$ cat src/rtl/fetch_queue_if.sv
// Fetch queue bus: PC-stage request, instruction-memory return, decode handshake and flush.
// master = pipeline side driving requests/returns/decode-ready, slave = the fetch_queue itself.
interface fetch_queue_if #(
   parameter int unsigned DEPTH = 4
);
   localparam int unsigned CW = $clog2(DEPTH) + 1;

   logic          req_valid;
   logic [31:0]   req_pc;
   logic          fq_ready;
   logic [31:0]   im_dout;
   logic          flush;
   logic          id_ready;
   logic          id_valid;
   logic [31:0]   id_pc;
   logic [31:0]   id_inst;
   logic [CW-1:0] fq_count;

   modport master (
      output req_valid, req_pc, im_dout, flush, id_ready,
      input  fq_ready, id_valid, id_pc, id_inst, fq_count
   );

   modport slave (
      input  req_valid, req_pc, im_dout, flush, id_ready,
      output fq_ready, id_valid, id_pc, id_inst, fq_count
   );
endinterface

$ cat src/rtl/fetch_queue.sv
// Fetch queue between instruction fetch and decode. Tracks the single outstanding
// instruction-memory read (data returns one cycle after the address), pairs the returned
// instruction with its PC and buffers the pair in a DEPTH-entry FIFO.
// Optional macro FQ_BYPASS_EN adds a zero-latency path from im_dout to id_* when the queue
// is empty; without it id_* comes from registered state only.
module fetch_queue #(
   parameter int unsigned DEPTH    = 4,
   parameter logic [31:0] NOP_INST = 32'h0000_0013
) (
   input logic          clk,
   input logic          rst,
   fetch_queue_if.slave fq
);
   localparam int unsigned PW = $clog2(DEPTH);
   localparam int unsigned CW = PW + 1;
   localparam logic [CW:0] DEPTH_W = DEPTH[CW:0];

   logic [CW-1:0] count_q;
   logic [PW-1:0] rd_ptr_q;
   logic [PW-1:0] wr_ptr_q;
   logic          inflight_q;
   logic [31:0]   inflight_pc_q;
   logic [31:0]   pc_mem   [DEPTH];
   logic [31:0]   inst_mem [DEPTH];

   logic          head_valid;
   logic [CW:0]   occupancy;
   logic          accept;
   logic          byp;
   logic          push;
   logic          pop;

   // Handshake decode; fq_ready reserves a slot for the in-flight fetch so a return always fits.
   always_comb begin
      head_valid  = (count_q != '0);
      occupancy   = {1'b0, count_q} + {{CW{1'b0}}, inflight_q};
      fq.fq_ready = (occupancy < DEPTH_W);
      accept      = fq.req_valid & fq.fq_ready & ~fq.flush;
`ifdef FQ_BYPASS_EN
      byp         = ~head_valid & inflight_q & ~fq.flush;
`else
      byp         = 1'b0;
`endif
      // A bypassed response taken by decode this cycle never enters the FIFO.
      push        = inflight_q & ~fq.flush & ~(byp & fq.id_ready);
      pop         = head_valid & fq.id_ready & ~fq.flush;
   end

   // Decode-side outputs; idle value is a NOP so decode never sees X.
   always_comb begin
      fq.id_valid = head_valid | byp;
      fq.fq_count = count_q;
      if (head_valid) begin
         fq.id_pc   = pc_mem[rd_ptr_q];
         fq.id_inst = inst_mem[rd_ptr_q];
`ifdef FQ_BYPASS_EN
      end else if (byp) begin
         fq.id_pc   = inflight_pc_q;
         fq.id_inst = fq.im_dout;
`endif
      end else begin
         fq.id_pc   = 32'h0;
         fq.id_inst = NOP_INST;
      end
   end

   // Control state: flush wipes everything, including the in-flight fetch.
   always_ff @(posedge clk or posedge rst) begin
      if (rst) begin
         count_q       <= '0;
         rd_ptr_q      <= '0;
         wr_ptr_q      <= '0;
         inflight_q    <= 1'b0;
         inflight_pc_q <= 32'h0;
      end else if (fq.flush) begin
         count_q    <= '0;
         rd_ptr_q   <= '0;
         wr_ptr_q   <= '0;
         inflight_q <= 1'b0;
      end else begin
         inflight_q <= accept;
         if (accept) inflight_pc_q <= fq.req_pc;
         if (push)   wr_ptr_q      <= wr_ptr_q + PW'(1);
         if (pop)    rd_ptr_q      <= rd_ptr_q + PW'(1);
         count_q <= count_q + CW'(push) - CW'(pop);
      end
   end

   // Entry storage; im_dout is only sampled while a fetch is outstanding.
   always_ff @(posedge clk) begin
      if (push) begin
         pc_mem[wr_ptr_q]   <= inflight_pc_q;
         inst_mem[wr_ptr_q] <= fq.im_dout;
      end
   end
endmodule

$ cat src/flat_wrapper.sv
// flat-port wrapper written by rule: the top's interface ports become plain ports
module fetch_queue_flat 
#(
   parameter int unsigned DEPTH    = 4,
   parameter logic [31:0] NOP_INST = 32'h0000_0013
)
  (clk, rst, fq_req_valid, fq_req_pc, fq_im_dout, fq_flush, fq_id_ready, fq_fq_ready, fq_id_valid, fq_id_pc, fq_id_inst, fq_fq_count);
  fetch_queue_if #(.DEPTH(DEPTH)) fq_i ();
  input logic clk;
  input logic rst;
  input wire logic [$bits(fq_i.req_valid)-1:0] fq_req_valid;
  input wire logic [$bits(fq_i.req_pc)-1:0] fq_req_pc;
  input wire logic [$bits(fq_i.im_dout)-1:0] fq_im_dout;
  input wire logic [$bits(fq_i.flush)-1:0] fq_flush;
  input wire logic [$bits(fq_i.id_ready)-1:0] fq_id_ready;
  output wire logic [$bits(fq_i.fq_ready)-1:0] fq_fq_ready;
  output wire logic [$bits(fq_i.id_valid)-1:0] fq_id_valid;
  output wire logic [$bits(fq_i.id_pc)-1:0] fq_id_pc;
  output wire logic [$bits(fq_i.id_inst)-1:0] fq_id_inst;
  output wire logic [$bits(fq_i.fq_count)-1:0] fq_fq_count;
  assign fq_i.req_valid = fq_req_valid;
  assign fq_i.req_pc = fq_req_pc;
  assign fq_i.im_dout = fq_im_dout;
  assign fq_i.flush = fq_flush;
  assign fq_i.id_ready = fq_id_ready;
  assign fq_fq_ready = fq_i.fq_ready;
  assign fq_id_valid = fq_i.id_valid;
  assign fq_id_pc = fq_i.id_pc;
  assign fq_id_inst = fq_i.id_inst;
  assign fq_fq_count = fq_i.fq_count;
  fetch_queue #(.DEPTH(DEPTH), .NOP_INST(NOP_INST)) u_core (.clk(clk), .rst(rst), .fq(fq_i));
endmodule
$ cat config.mk
export PLATFORM = sky130hd
export DESIGN_NAME = fetch_queue_flat
export DESIGN_NICKNAME = d
export VERILOG_FILES = /design/src/rtl/fetch_queue_if.sv /design/src/rtl/fetch_queue.sv /design/src/flat_wrapper.sv
export SDC_FILE = /design/constraint.sdc
export NUM_CORES = 1
export LEC_CHECK = 0
export CORE_UTILIZATION = 45
export DETAILED_ROUTE_END_ITERATION = 7
export PLACE_DENSITY = 0.65
export SYNTH_ARGS = -nofsm -noshare
export SYNTH_HDL_FRONTEND = slang
export SYNTH_SLANG_ARGS = --single-unit
$ cat constraint.sdc
create_clock -name clk -period 7.1 [get_ports clk]
set_input_delay 1.065 -clock clk [delete_from_list [all_inputs] [get_ports clk]]
set_output_delay 1.065 -clock clk [all_outputs]
set_load 0.1 [all_outputs]
==> results.sh, run 1 <==
export IMPL_cp_arrival_ns=3.89
export IMPL_drtIter0Drc=253
export IMPL_crit_chain="buf_4 -> mux4_2 -> and2_1 -> clkdlybuf4s50_1"
export IMPL_netlist_top_cells_count="edfxtp_1, and2_1, mux4_2"
export IMPL_crit_type="register to output port"
export IMPL_clk_latency_ns=0.54
export IMPL_globalplace_congestion=0.716
export IMPL_grt_setup_unrepaired="no"
export IMPL_reg2reg_to="u_core.inflight_pc_q[10]$_DFFE_PP0P_"
export IMPL_path_clk_slew_ns=0.06
export IMPL_core_um2=24500
export IMPL_fin_nets=747
export IMPL_avgRoutedWirePerCell_um=20.8
export IMPL_reg2reg_depth=5
export IMPL_syn_nets=601
export IMPL_cts_root_buf="clkbuf_16"
export IMPL_antenna_cells=0
export IMPL_ys_ff_latch=296
export IMPL_chipWidth_um=161
export IMPL_htree_levels=1
export IMPL_max_slew_worst_pin_slew_ns=1.09
export IMPL_slew_violations=0
export IMPL_hp_class="register to register"
export IMPL_r2r_start="u_core.fq.fq_count[1]$_DFF_PP0_"
export IMPL_cts_sinks=296
export IMPL_fin_crit_ns=4.95
export IMPL_final_period_utilization=0.697
export IMPL_initial_core_util=0.463
export IMPL_cts_buffers=30
export IMPL_dr_pass1_iters=4
export IMPL_area_growth_syn_to_layout_pct=22.8
export IMPL_drive_gt1_frac=0.215
export IMPL_netlist_area_um2=11400
export IMPL_antenna_found_initial=1
export IMPL_yosys_top_cells_area="edfxtp_1, mux4_2, dfrtp_1, and2_1, mux2_2"
export IMPL_holdBufCountCts=0
export IMPL_ctsResizeCount=0
export IMPL_yosysWarnings=0
export IMPL_yosys_cell_types_count=30
export IMPL_outcome="finished, final reports clean"
export IMPL_critPathLaunchType="register"
export IMPL_fmax_mhz=202
export IMPL_grt_overflow=0
export IMPL_crit_buf_inv=2
export IMPL_wl_um=21100
export IMPL_synth_most_common_cell="edfxtp_1"
export IMPL_grt_usage=0.170
export IMPL_die_area_um2=25900
export IMPL_worstSetupEndpoint="fq_id_inst[10]"
export IMPL_worstPathMaxFanout=50
export IMPL_setup_tns_ns=0
export IMPL_crit_path_end_kind="output port"
export IMPL_synth_edff_count=256
export IMPL_hold_viol=0
export IMPL_rows=57
export IMPL_setup_viol=0
export IMPL_crit_required_ns=6.03
export IMPL_ant_nets=0
export IMPL_ioPinCount=138
export IMPL_worst_path_dominant_cell_family="buffers and inverters"
export IMPL_skew_ns=0.00661
export IMPL_vias=5408
export IMPL_drc=0
export IMPL_syn_inst=524
export IMPL_relSlewSlack=0.276
export IMPL_clock_path_buffers=3
export IMPL_finalPower_mw=6.08
export IMPL_synthArstFlopShare=0.135
export IMPL_cts_tree="done"
export IMPL_cellLeakagePower_nw=4.56
export IMPL_yosysSeqAreaShare=0.764
export IMPL_grt_pass1_wl_um=33500
export IMPL_crit_cells=4
export IMPL_cap_violations=0
export IMPL_startpoint="u_core.rd_ptr_q[0]$_DFFE_PP0P_"
export IMPL_cp_slowest_cell="dfrtp_4"
export IMPL_yosys_area_top_type_share=0.676
export IMPL_ir_worst_vdd_mv=0.544
export IMPL_synth_top_flop_cell="edfxtp_1"
export IMPL_synth_top_area_cell="edfxtp_1"
export IMPL_die_h_um=161
export IMPL_port_buffers=137
export IMPL_cts_setup_buffers=0
export IMPL_regToRegSetupSlack_ns=4.68
export IMPL_timing_hold_ws_ns=0.511
export IMPL_hpwl_um=11400
export IMPL_grt_pass1_vias=5977
export IMPL_critical_path_max_stage_delay_ns=1.12
export IMPL_vias_per_cell=5.32
export IMPL_grt_max_degree=66
export IMPL_powerDensity_nw_per_um2=435
export IMPL_syn_area_per_cell_um2=21.7
[routing by layer]
| layer | vias to the layer above | global-route usage | routed length (µm) | part of all wire |
|---|---|---|---|---|
| met5 | - | 0 | 13 | 0.00062 |
| met4 | 2 | 0.0347 | 342 | 0.016 |
| met3 | 35 | 0.0359 | 1210 | 0.057 |
| met2 | 159 | 0.280 | 10200 | 0.48 |
| met1 | 2835 | 0.235 | 9370 | 0.44 |
| li1 | 2377 | - | - | - |
[power breakdown]
part / leakage [nW] / switching, mW / internal (mW)
Combinational: 1.32 / 1.63 / 0.680
Sequential: 2.79 / 0.200 / 2.10
Clock: 0.454 / 0.608 / 0.865
Total: 4.56 / 2.43 / 3.64
[layout make-up]
type | count | area, µm²
inverter | 7 | 26.3
multi-input combinational | 196 | 2520
tap | 324 | 405
clock buffer | 45 | 858
clock inverter | 9 | 70.1
timing repair buffer | 139 | 1390
fill | 1883 | 10600
sequential | 296 | 8700
[flip-flops by register name, indices dropped and copies added, names as in the netlist]
register	count
u_core.inst_mem	128
u_core.rd_ptr_q	2
u_core.pc_mem	128
u_core.fq.fq_count	3
u_core.inflight_q	1
u_core.inflight_pc_q	32
u_core.wr_ptr_q	2
[cell usage in the layout, fill, tap and decap left out, drive strengths merged, types with 2 or more instances in the layout]
cell type | netlist | routed
and2 | 65 | 65
buf | 15 | 2
clkbuf | 10 | 45
clkdlybuf4s50 | 0 | 137
clkinv | 0 | 7
dfrtp | 40 | 40
edfxtp | 256 | 256
ha | 7 | 7
inv | 7 | 7
mux2 | 32 | 32
mux4 | 64 | 64
nor2 | 7 | 7
nor2b | 2 | 2
o22ai | 2 | 2
or2 | 3 | 3
xnor2 | 2 | 2
xor2 | 2 | 2
[logic make-up after synthesis]
| kind of cell | count (synthesis) | synth area share |
|---|---|---|
| AO/OA/AOI/OAI | 5 | 0.00462 |
| XOR/XNOR | 4 | 0.00308 |
| adder cells (fa/ha/maj) | 8 | 0.00947 |
| buffers and inverters | 32 | 0.0151 |
| flip-flops | 296 | 0.764 |
| multiplexers | 97 | 0.159 |
| AND/OR/NAND/NOR | 82 | 0.0440 |
[stage by stage]
step | utilization | cell area [µm²] | setup slack (ns) | cells
after floorplan | - | 11400 | 2.80 | 524
after global placement | 0.531 | 13000 | 2.61 | 962
after detailed placement | 0.531 | 13000 | 2.61 | 962
after CTS | 0.569 | 14000 | 2.02 | 1016
after global routing | 0.569 | 14000 | 1.87 | 1016
final | 0.569 | 14000 | 2.15 | 1016
[worst min path at each step]
stage / startpoint / end / slack, ns / cells past startpoint
after floorplan: u_core.inflight_pc_q[20]$_DFFE_PP0P_ / u_core.pc_mem[0][20]$_DFFE_PP_ / 0.47 / 0
after detailed placement: u_core.inflight_pc_q[3]$_DFFE_PP0P_ / u_core.pc_mem[2][3]$_DFFE_PP_ / 0.50 / 0
after global placement: u_core.inflight_pc_q[7]$_DFFE_PP0P_ / u_core.pc_mem[0][7]$_DFFE_PP_ / 0.48 / 0
after global routing: u_core.inflight_pc_q[23]$_DFFE_PP0P_ / u_core.pc_mem[0][23]$_DFFE_PP_ / 0.53 / 0
after CTS: u_core.inflight_pc_q[7]$_DFFE_PP0P_ / u_core.pc_mem[1][7]$_DFFE_PP_ / 0.52 / 0
final: u_core.inflight_pc_q[3]$_DFFE_PP0P_ / u_core.pc_mem[1][3]$_DFFE_PP_ / 0.51 / 0
Power figures use the tool's default switching activity.
==> run 2: changes to the inputs <==
clock period = 4.72 ns   (was 7.1 ns; I/O delays follow)
==> run 2 against run 1 <==
Compared with the run above:
- clock power is 69% higher
- critical endpoint is now fq_id_inst[27]
- global-route usage fell by 0.36 points
- hold slack lost 0.0047 ns
- cell count grew 0.49%
- critical path depth increased by 1
- largest cell class unchanged
- sequential power rose by 45%
==> results.sh, run 2 (synthesized netlist as in run 1, its figures left out) <==
export IMPL_outcome="finished, final reports clean"
export IMPL_final_core_utilization=0.575
export IMPL_crit_cells=5
export IMPL_hold_viol=0
export IMPL_reg2reg_to="u_core.inflight_pc_q[11]$_DFFE_PP0P_"
export IMPL_internal_power_mw=5.72
export IMPL_slew_violations=0
export IMPL_crit_required_ns=4.01
export IMPL_holdBufCountCts=0
export IMPL_ioPinCount=138
export IMPL_cts_sinks=296
export IMPL_use_met1=0.237
export IMPL_drc=0
export IMPL_crit_buf_inv=3
export IMPL_p_comb_frac=0.381
export IMPL_use_met2=0.266
export IMPL_wl_um=20900
export IMPL_skew_ns=0.0286
export IMPL_cp_slowest_cell="clkdlybuf4s50_1"
export IMPL_final_period_utilization=0.864
export IMPL_initial_core_util=0.463
export IMPL_hpwl_um=11400
export IMPL_cts_setup_buffers=0
export IMPL_grt_setup_unrepaired="no"
export IMPL_rows=57
export IMPL_avgRoutedWirePerCell_um=20.5
export IMPL_hp_class="register to register"
export IMPL_reg2reg_depth=5
export IMPL_clock_path_buffers=3
export IMPL_vias=5341
export IMPL_ir_worst_vdd_mv=0.527
export IMPL_p_clk_frac=0.264
export IMPL_grt_max_degree=65
export IMPL_worst_path_dominant_cell_family="buffers and inverters"
export IMPL_fin_nets=750
export IMPL_regToRegSetupSlack_ns=2.29
export IMPL_drtIter0Drc=357
export IMPL_grt_busiest_layer="met2"
export IMPL_final_cell_mix="edfxtp_1, clkdlybuf4s50_1, mux4_2"
export IMPL_switching_share=0.392
export IMPL_clk_latency_ns=0.55
export IMPL_grt_pass1_vias=5871
export IMPL_critical_path_max_stage_delay_ns=1.13
export IMPL_startpoint="u_core.fq.fq_count[1]$_DFF_PP0_"
export IMPL_cts_tree="done"
export IMPL_die_h_um=161
export IMPL_power_switching_mw=3.69
export IMPL_r2r_start="u_core.fq.fq_count[1]$_DFF_PP0_"
export IMPL_antenna_found_initial=1
export IMPL_fmax_mhz=245
export IMPL_crit_type="register to output port"
export IMPL_worstPathMaxFanout=36
export IMPL_dr_pass1_iters=4
export IMPL_post_place_ws_ns=1.16
export IMPL_critPathLaunchType="register"
export IMPL_max_slew_worst_pin_slew_ns=1.04
export IMPL_globalplace_congestion=0.729
export IMPL_largestRegisters="u_core.inst_mem: 128 flops, u_core.pc_mem: 128 flops, u_core.inflight_pc_q: 32 flops"
export IMPL_powerDensity_nw_per_um2=667
export IMPL_fin_ws_ns=0.643
export IMPL_ctsResizeCount=0
export IMPL_grt_pass1_wl_um=32500
export IMPL_cap_violations=0
export IMPL_ant_nets=0
export IMPL_area_growth_syn_to_layout_pct=24.2
export IMPL_cellLeakagePower_nw=4.67
export IMPL_vias_per_cell=5.23
export IMPL_core_um2=24500
export IMPL_cts_buffers=30
export IMPL_crit_path_end_kind="output port"
export IMPL_relSlewSlack=0.305
export IMPL_htree_levels=1
export IMPL_port_buffers=137
export IMPL_grt_overflow=0
export IMPL_cp_arrival_ns=3.37
export IMPL_fin_crit_ns=4.08
export IMPL_final_common_cell="edfxtp_1"
export IMPL_chipWidth_um=161
export IMPL_worstSetupEndpoint="fq_id_inst[27]"
export IMPL_grt_usage=0.166
export IMPL_drive_gt1_frac=0.241
export IMPL_die_area_um2=25900
export IMPL_crit_chain="nor3_1 -> inv_2 -> buf_4 -> and2_1 -> clkdlybuf4s50_1"
export IMPL_setup_tns_ns=0
export IMPL_cts_root_buf="clkbuf_16"
export IMPL_p_seq_frac=0.355
export IMPL_antenna_cells=0
export IMPL_setup_viol=0
export IMPL_path_clk_slew_ns=0.06
export IMPL_use_met3=0.0300
## run 2: cell types whose count changed in the layout (fill, tap and decap cells not counted), sizes merged
cell / previous run / this run
clkinvlp: 1 / 0
clkbuf: 45 / 37
clkdlybuf4s50: 137 / 129
clkinv: 7 / 13
buf: 2 / 13
bufinv: 1 / 6
## run 2: layout make-up
cell class / instances / area [µm²]
Fill cell: 1848 / 10400
Sequential cell: 296 / 8700
Multi-Input combinational cell: 196 / 2520
Timing Repair Buffer: 142 / 1410
Clock buffer: 37 / 797
Tap cell: 324 / 405
Clock inverter: 19 / 258
Inverter: 7 / 26.3
## run 2: how the worst min path moves through the flow
stage,start,to,depth (start not counted)
floorplan,u_core.inflight_pc_q[20]$_DFFE_PP0P_,u_core.pc_mem[0][20]$_DFFE_PP_,0
finish,u_core.inflight_pc_q[5]$_DFFE_PP0P_,u_core.pc_mem[0][5]$_DFFE_PP_,0
CTS,u_core.inflight_pc_q[7]$_DFFE_PP0P_,u_core.pc_mem[2][7]$_DFFE_PP_,0
global placement,u_core.inflight_pc_q[7]$_DFFE_PP0P_,u_core.pc_mem[1][7]$_DFFE_PP_,0
detailed placement,u_core.inflight_pc_q[7]$_DFFE_PP0P_,u_core.pc_mem[2][7]$_DFFE_PP_,0
global route,u_core.inflight_pc_q[31]$_DFFE_PP0P_,u_core.pc_mem[0][31]$_DFFE_PP_,0
## run 2: routing by layer
layer / share of wire / vias to the layer above
met2: 0.48 / 158
met5: 0.00081 / -
met4: 0.013 / 2
met3: 0.056 / 24
met1: 0.45 / 2767
li1: - / 2390
## run 2: per-stage QoR
stage | power [mW] | area (µm²) | instances | hold WS (ns)
finish | 9.41 | 14100 | 1021 | 0.507
floorplan | 6.18 | 11400 | 524 | 0.469
global placement | 6.98 | 13100 | 965 | 0.481
CTS | 9.52 | 14100 | 1021 | 0.513
global route | 9.76 | 14100 | 1021 | 0.529
detailed placement | 7.02 | 13100 | 965 | 0.498
## run 2: power groups by stage
stage / clock network [mW] / registers, mW / logic, mW
2_1_floorplan: 0 / 3.37 / 2.81
3_3_place_gp: 0 / 3.37 / 3.60
3_5_place_dp: 0 / 3.40 / 3.62
4_1_cts: 2.54 / 3.35 / 3.63
5_1_grt: 2.65 / 3.38 / 3.73
6_report: 2.48 / 3.34 / 3.59
==> run 3: changes to the inputs <==
CORE_MARGIN = 5   (was unset)
==> run 3 against run 2 <==
Compared with the run above:
- via count about the same
- clock skew decreased by 0.0076 ns
- sequential power up 2%
- cell count up 0.49%
- global-route usage is 1.7 points lower
- power down 1.6%
- critical path depth shrank 1
- non-clock buffer count shrank 2
- sequential cell count stayed put
- clock power decreased by 3%
- combinational power is 3% lower
- critical path type unchanged
- largest power group unchanged
- highest routed layer is now met4
==> results.sh, run 3 (synthesized netlist as in run 1, its figures left out) <==
export IMPL_initial_core_util=0.454
export IMPL_grt_pass1_vias=5893
export IMPL_postPlaceCellArea_um2=12900
export IMPL_crit_buf_inv=2
export IMPL_fin_nets=748
export IMPL_reg2reg_depth=5
export IMPL_setup_tns_ns=0
export IMPL_cp_slowest_cell="clkdlybuf4s50_1"
export IMPL_die_area_um2=28500
export IMPL_skew_ns=0.0210
export IMPL_fin_crit_ns=4.09
export IMPL_final_core_utilization=0.558
export IMPL_drive_gt1_frac=0.283
export IMPL_critPathLaunchType="register"
export IMPL_antenna_found_initial=0
export IMPL_fill_cells=1948
export IMPL_final_cell_mix="edfxtp_1, clkdlybuf4s50_1, mux4_2"
export IMPL_crit_path_end_kind="output port"
export IMPL_ctsResizeCount=0
export IMPL_cp_arrival_ns=3.38
export IMPL_cts_tree="done"
export IMPL_finalPower_mw=9.27
export IMPL_cts_setup_buffers=0
export IMPL_crit_type="register to output port"
export IMPL_hold_viol=0
export IMPL_rows=58
export IMPL_vias=5342
export IMPL_cts_root_buf="clkbuf_16"
export IMPL_ir_worst_vdd_mv=0.656
export IMPL_clk_latency_ns=0.54
export IMPL_crit_required_ns=4.01
export IMPL_cap_violations=0
export IMPL_largestRegisters="u_core.inst_mem: 128 flops, u_core.pc_mem: 128 flops, u_core.inflight_pc_q: 32 flops"
export IMPL_crit_chain="nor3_1 -> inv_2 -> and2_1 -> clkdlybuf4s50_1"
export IMPL_fmax_mhz=244
export IMPL_ant_nets=0
export IMPL_core_um2=25000
export IMPL_die_h_um=169
export IMPL_final_common_cell="edfxtp_1"
export IMPL_globalplace_congestion=0.763
export IMPL_worstPathMaxFanout=62
export IMPL_final_cell_area_um2=14000
export IMPL_chipWidth_um=169
export IMPL_slew_violations=0
export IMPL_max_slew_worst_pin_slew_ns=1.05
export IMPL_grt_max_degree=65
export IMPL_wl_um=21200
export IMPL_worst_path_dominant_cell_family="buffers and inverters"
export IMPL_drtIter0Drc=282
export IMPL_avgRoutedWirePerCell_um=20.7
export IMPL_hpwl_um=11800
export IMPL_drc=0
export IMPL_hold_depth=0
export IMPL_final_period_utilization=0.867
export IMPL_hp_class="register to register"
export IMPL_vias_per_cell=5.21
export IMPL_outcome="finished, final reports clean"
export IMPL_grt_setup_unrepaired="no"
export IMPL_ioPinCount=138
export IMPL_grt_usage=0.149
export IMPL_crit_cells=4
export IMPL_port_buffers=137
export IMPL_holdBufCountCts=0
export IMPL_powerDensity_nw_per_um2=663
export IMPL_cts_buffers=30
export IMPL_cellLeakagePower_nw=4.69
export IMPL_critical_path_max_stage_delay_ns=1.15
export IMPL_dr_pass1_iters=4
export IMPL_area_growth_syn_to_layout_pct=22.9
export IMPL_clock_path_buffers=3
export IMPL_cts_sinks=296
export IMPL_path_clk_slew_ns=0.06
export IMPL_relSlewSlack=0.303
export IMPL_grt_pass1_wl_um=33400
export IMPL_htree_levels=1
export IMPL_setup_viol=0
export IMPL_grt_overflow=0
run 3: changes by cell type in the layout (fill, tap and decap cells not counted), moves of 2 or more:
cell             change
clkdlybuf4s50_1     -33
clkinv_2             -3
buf_12               -2
bufinv_16            -2
buf_4               +33
clkbuf_1             +3
run 3: area by class of cell:
class / instances / area (µm²) / area share
diodes: 1 / 2.50 / 0.000179
multi-input cells: 196 / 2520 / 0.180
well taps: 330 / 413 / 0.0295
inverters: 7 / 26.3 / 0.00188
clock buffers: 42 / 847 / 0.0606
repair buffers: 140 / 1290 / 0.0924
clock inverters: 14 / 181 / 0.0130
flip-flops and latches: 296 / 8700 / 0.622
run 3: layer usage:
metal	share of wire	global-route usage
met1	0.43	0.201
met2	0.50	0.254
met3	0.054	0.0299
met4	0.017	0.0325
met5	0	0
run 3: power by group:
group | total [mW] | switching, mW | internal (mW)
clock network | 2.40 | 0.927 | 1.47
logic | 3.47 | 2.50 | 0.966
registers | 3.40 | 0.243 | 3.16
run 3: stage by stage:
stage,hold WS [ns],cells,setup WS (ns)
2_1_floorplan,0.469,524,0.775
4_1_cts,0.506,1025,0.522
6_report,0.511,1026,0.628
5_1_grt,0.534,1025,0.383
3_5_place_dp,0.499,969,1.14
3_3_place_gp,0.481,969,1.22
run 3: final timing paths:
| path | start | endpoint | slack (ns) |
|---|---|---|---|
| worst max-delay path | u_core.fq.fq_count[1]$_DFF_PP0_ | fq_id_pc[16] | 0.63 |
| worst min-delay path | u_core.inflight_pc_q[0]$_DFFE_PP0P_ | u_core.pc_mem[2][0]$_DFFE_PP_ | 0.51 |
| worst max register to register | u_core.fq.fq_count[1]$_DFF_PP0_ | u_core.inflight_pc_q[4]$_DFFE_PP0P_ | 2.31 |
| worst min register to register | u_core.inflight_pc_q[0]$_DFFE_PP0P_ | u_core.pc_mem[2][0]$_DFFE_PP_ | 0.51 |
| max in group asynchronous | rst | u_core.rd_ptr_q[1]$_DFFE_PP0P_ | 3.24 |
| min in group asynchronous | rst | u_core.inflight_pc_q[3]$_DFFE_PP0P_ | 0.73 |
